### src/rtl/key_pio_debounce.sv
// Debounced key PIO with an Avalon-MM register slave.
// Supports press or both-edge capture and a level interrupt.
module key_pio_debounce #(
   parameter int NUM_KEYS        = 4,
   parameter int DEBOUNCE_CYCLES = 50000,
   parameter bit ACTIVE_LOW      = 1
) (
   input  logic                clk_clk,
   input  logic                reset_reset,
   input  logic [NUM_KEYS-1:0] key_export,
   input  logic [1:0]          avs_address,
   input  logic                avs_read,
   input  logic                avs_write,
   input  logic [31:0]         avs_writedata,
   output logic [31:0]         avs_readdata,
   output logic                irq
);

   localparam int CW = (DEBOUNCE_CYCLES > 1) ? $clog2(DEBOUNCE_CYCLES) : 1;
   localparam logic [CW-1:0] LAST = CW'(DEBOUNCE_CYCLES - 1);
   localparam logic [NUM_KEYS-1:0] POL = {NUM_KEYS{ACTIVE_LOW}};

   logic [NUM_KEYS-1:0] meta;
   logic [NUM_KEYS-1:0] sync;
   logic [NUM_KEYS-1:0] stable;
   logic [NUM_KEYS-1:0] done;
   logic [NUM_KEYS-1:0] hit;
   logic [NUM_KEYS-1:0] clr;
   logic [NUM_KEYS-1:0] wdata;
   logic [NUM_KEYS-1:0] mask;
   logic [NUM_KEYS-1:0] cap;
   logic [NUM_KEYS-1:0] sel;
   logic [CW-1:0]       cnt    [NUM_KEYS];
   logic [CW-1:0]       cnt_nx [NUM_KEYS];
   logic [31:0]         rd_mux;

   assign wdata = avs_writedata[NUM_KEYS-1:0];

   generate
      if (NUM_KEYS < 32) begin : g_unused
         logic unused;
         assign unused = ^avs_writedata[31:NUM_KEYS];
      end
   endgenerate

   // Count consecutive cycles the synchronized level differs from stable.
   always_comb begin
      done = '0;
      for (int i = 0; i < NUM_KEYS; i++) begin
         cnt_nx[i] = '0;
         if (sync[i] != stable[i]) begin
            if (cnt[i] == LAST) begin
               done[i] = 1'b1;
            end else begin
               cnt_nx[i] = cnt[i] + 1'b1;
            end
         end
      end
   end

   assign hit = (done & sync) | (done & ~sync & sel);

   always_comb begin
      clr = '0;
      if (avs_write && avs_address == 2'd2) begin
         clr = wdata;
      end
   end

   always_comb begin
      rd_mux = '0;
      unique case (avs_address)
         2'd0: rd_mux = 32'(stable);
         2'd1: rd_mux = 32'(mask);
         2'd2: rd_mux = 32'(cap);
         2'd3: rd_mux = 32'(sel);
      endcase
   end

   always_ff @(posedge clk_clk) begin
      if (reset_reset) begin
         meta         <= '0;
         sync         <= '0;
         stable       <= '0;
         cnt          <= '{default: '0};
         mask         <= '0;
         cap          <= '0;
         sel          <= '0;
         avs_readdata <= '0;
      end else begin
         // Polarity applied at the pin so a reset synchronizer reads released.
         meta   <= key_export ^ POL;
         sync   <= meta;
         stable <= stable ^ done;
         cnt    <= cnt_nx;
         cap    <= (cap & ~clr) | hit;
         if (avs_write && avs_address == 2'd1) begin
            mask <= wdata;
         end
         if (avs_write && avs_address == 2'd3) begin
            sel <= wdata;
         end
         if (avs_read) begin
            avs_readdata <= rd_mux;
         end
      end
   end

   assign irq = |(cap & mask);

endmodule

### config.mk
export PLATFORM = sky130hd
export DESIGN_NAME = key_pio_debounce
export DESIGN_NICKNAME = d
export VERILOG_FILES = /design/src/rtl/key_pio_debounce.sv
export SDC_FILE = /design/constraint.sdc
export NUM_CORES = 1
export LEC_CHECK = 0
export ABC_AREA = 1
export CAP_MARGIN = 20
export CELL_PAD_IN_SITES_DETAIL_PLACEMENT = 0
export CELL_PAD_IN_SITES_GLOBAL_PLACEMENT = 2
export CORE_MARGIN = 2
export CORE_UTILIZATION = 30
export CTS_BUF_LIST = sky130_fd_sc_hd__clkbuf_16
export DETAILED_ROUTE_END_ITERATION = 8
export PLACE_DENSITY_LB_ADDON = 0.1
export SLEW_MARGIN = 20
export SYNTH_ARGS = -nofsm -noshare
export SYNTH_HDL_FRONTEND = slang
export SYNTH_SLANG_ARGS = --single-unit
export TNS_END_PERCENT = 100
### constraint.sdc
create_clock -name clk_clk -period 1.6 [get_ports clk_clk]
set_input_delay 0.24 -clock clk_clk [delete_from_list [all_inputs] [get_ports clk_clk]]
set_output_delay 0.24 -clock clk_clk [all_outputs]
set_load 0.03 [all_outputs]
==> impl_results.md <==
- Nature of the critical path startpoint: register
- DRC Markers: 0
- Crit Path Max Fanout: 8
- Num CTS Buffers: 9
- DRT iter0 DRCs: 268
- CP arrival: 1.67 ns
- Setup violators final: 0
- Routed Antenna Nets: 0
- Final HPWL DP: 8030 um
- DR WL met2: 4590 um
- Largest family of logic cells by synthesized area: simple AND/OR/NAND/NOR gates
- CTS root buf: clkbuf_16
- Cell variety after synth: 33
- Final Cycle Share: 0.901
- Top-Level Pins: 75
- RSZ-0062 raised after global routing: false
- Area Growth Syn to Fin: 12.9%
- Post-Synth Simple-Gate Area: 0.383
- Register area share after synthesis: 0.384
- Avg WL per Cell: 11.6 um
- Num Clock Sinks: 92
- Vias/cell: 4.27
- Total GRT Usage: 0.136
- Die Wd: 130 um
- ANT cells: 0
- GP Congestion: 0.757
- Endpoints failing hold: 0
- Top Layer Used: met4
- Clk slew on worst S/H paths: 0.06 ns
- Postcts setup bufs: 0
- Syn Area/Cell: 6.96 um^2
- Pleak: 1.80 nW
- Drt total wl: 10900 um
- Post-cts hold buffer count: 0
- Mux contribution to synthesized area: 0
- Routed met1 length: 5770 um
- Layout cell share with drive strength beyond 1: 0.109
- Reg area: 1840 um^2
- Combinational share of power: 0.061
- Critical path required time: 1.83 ns
- Synth Area in Adders: 0.0104
- Core area: 15800 um^2
- Num rows: 46
- Pre-CTS setup slack: 0.0491 ns
- Maximum capacitance violations: 0
- Worst skew pair latency: 0.34 ns
- Die area: 17000 um^2
- Via count: 4018
- Reg power frac: 0.519
- Initial Utilization: 0.304
- Net Switching: 1.09 mW
- Number of antenna violations at the first check in global routing: 0
- PD cells: 831 nW/um^2
- Final worst slack: 0.159 ns
- Synth Area in Compound Gates: 0.0616
- Internal power: 3.41 mW
- Post-Synth XOR/XNOR Area: 0.0457
- Multi-input logic area: 2520 um^2
- Total gr overflow: 0
- Crit end category: register
- Net Sw Frac: 0.242
- DRT Pass-1 Iters: 4
- First-pass GRT wire length: 18200 um
- Die Span Y: 130 um
- Vias in the first global route: 3713
- NumNets Final: 766
- Slew Viols, Final: 0
- I/O Buffers: 18
- Final Skew: 0.00528 ns
- Synth warnings: 0
- Clk buf depth: 2
- Finished Core Util: 0.343
- Post-Syn Area: 4790 um^2
- Hold WC Path Type: reg2reg
- Fillers: 1740
- Worst IR Drop VDD: 0.476 mV
- Period minus WS final: 1.44 ns
- Crit path kind: reg2reg
- CTS tree: built
- Mapped Cells: 689
- Peak Freq: 694 MHz
- Synthesis-stage register bit count: 92
- Largest net degree at the start of global routing: 17
- Setup TNS: 0 ns
- Clock power frac: 0.421
- Htree depth: 3
- Met3 wire length: 431 um
- Status: finished, final reports clean
cell usage after synthesis, drive strengths merged:
cell / count / share of area
nand2: 174 / 0.15
nor2: 148 / 0.14
dfxtp: 92 / 0.38
inv: 66 / 0.052
nand3: 51 / 0.059
a21oi: 41 / 0.046
buf: 35 / 0.060
xor2: 19 / 0.035
nand4: 17 / 0.022
o21ai: 15 / 0.016
nor3: 8 / 0.0084
xnor2: 6 / 0.011
ha: 4 / 0.010
nand3b: 4 / 0.0063
or2: 4 / 0.0052
clkbuf: 2 / 0.0016
and3: 1 / 0.0013
clkinv: 1 / 0.0010
conb: 1 / 0.00078
final timing paths:
path              startpoint       to  slack (ns)  cells past startpoint
setup reg to reg     cnt[16]  cnt[18]        0.16                      6
setup / recovery     cnt[16]  cnt[18]        0.16                      6
hold / removal       meta[3]  sync[3]        0.40                      2
hold reg to reg      meta[3]  sync[3]        0.40                      2
placed cells by master (no fill, tap or decap), drive strengths merged, types with 8 or more instances in the layout:
cell type and count:
a21oi 41, buf 11, clkbuf 10, clkdlybuf4s50 13, conb 28, dfxtp 92, inv 67, nand2 175
nand3 51, nand4 17, nor2 148, nor3 8, o21ai 15, xor2 19
timing repair:
action	in CTS	in global routing
endpoints found under the setup margin	4	18
gates resized for setup	4	5
gates cloned	0	1
cell type report:
class                      instances  area share
tap                              216      0.0499
clock buffer                       9      0.0416
sequential                        92       0.340
inverter                          67      0.0467
timing repair buffer              29      0.0520
clock inverter                     6     0.00439
multi-input combinational        521       0.465
routing by layer:
layer | global-route usage | vias to the layer above
met5 | 0 | -
met4 | 0.0319 | 0
met3 | 0.0411 | 5
met2 | 0.201 | 63
met1 | 0.194 | 1770
li1 | - | 2180
worst max-delay path, stage by stage, from the launching register on:
cell and delay (ns):
dfxtp_1 0.37, ha_1 0.24, nand3_2 0.12, nor2_1 0.23, nand2_2 0.16, nand2_4 0.15
nor3_1 0.06
per-stage QoR:
| stage | instance area (um^2) | hold WS [ns] | cells | power, mW |
|---|---|---|---|---|
| after floorplan | 4890 | 0.307 | 716 | 2.62 |
| after global placement | 5160 | 0.399 | 924 | 2.66 |
| after detailed placement | 5160 | 0.397 | 924 | 2.66 |
| after CTS | 5400 | 0.398 | 939 | 4.59 |
| after global routing | 5410 | 0.413 | 940 | 4.72 |
| final | 5410 | 0.401 | 940 | 4.50 |
registers in the layout (all words and copies together), names as in the netlist, named ones only:
register / cells
mask: 4
meta: 4
sel: 4
cnt: 64
cap: 4
avs_readdata: 4
sync: 4
power by group through the flow:
stage	clock [mW]	sequential, mW	combinational, mW
5_1_grt	2.09	2.33	0.302
4_1_cts	1.99	2.33	0.273
3_5_place_dp	0	2.38	0.275
6_report	1.89	2.33	0.273
3_3_place_gp	0	2.38	0.276
2_1_floorplan	0	2.39	0.233
cell families (layout without fill, tap and decap cells):
| logic type | count (synthesis) | in the layout |
|---|---|---|
| buffers and inverters | 104 | 111 |
| other | 1 | 28 |
| xor gates and xnor gates | 25 | 25 |
| and+or+nand+nor | 407 | 408 |
| DFF | 92 | 92 |
| adders and majority gates | 4 | 4 |
| AOI/OAI and AO/OA | 56 | 56 |
(Power assumes the default switching activity.)
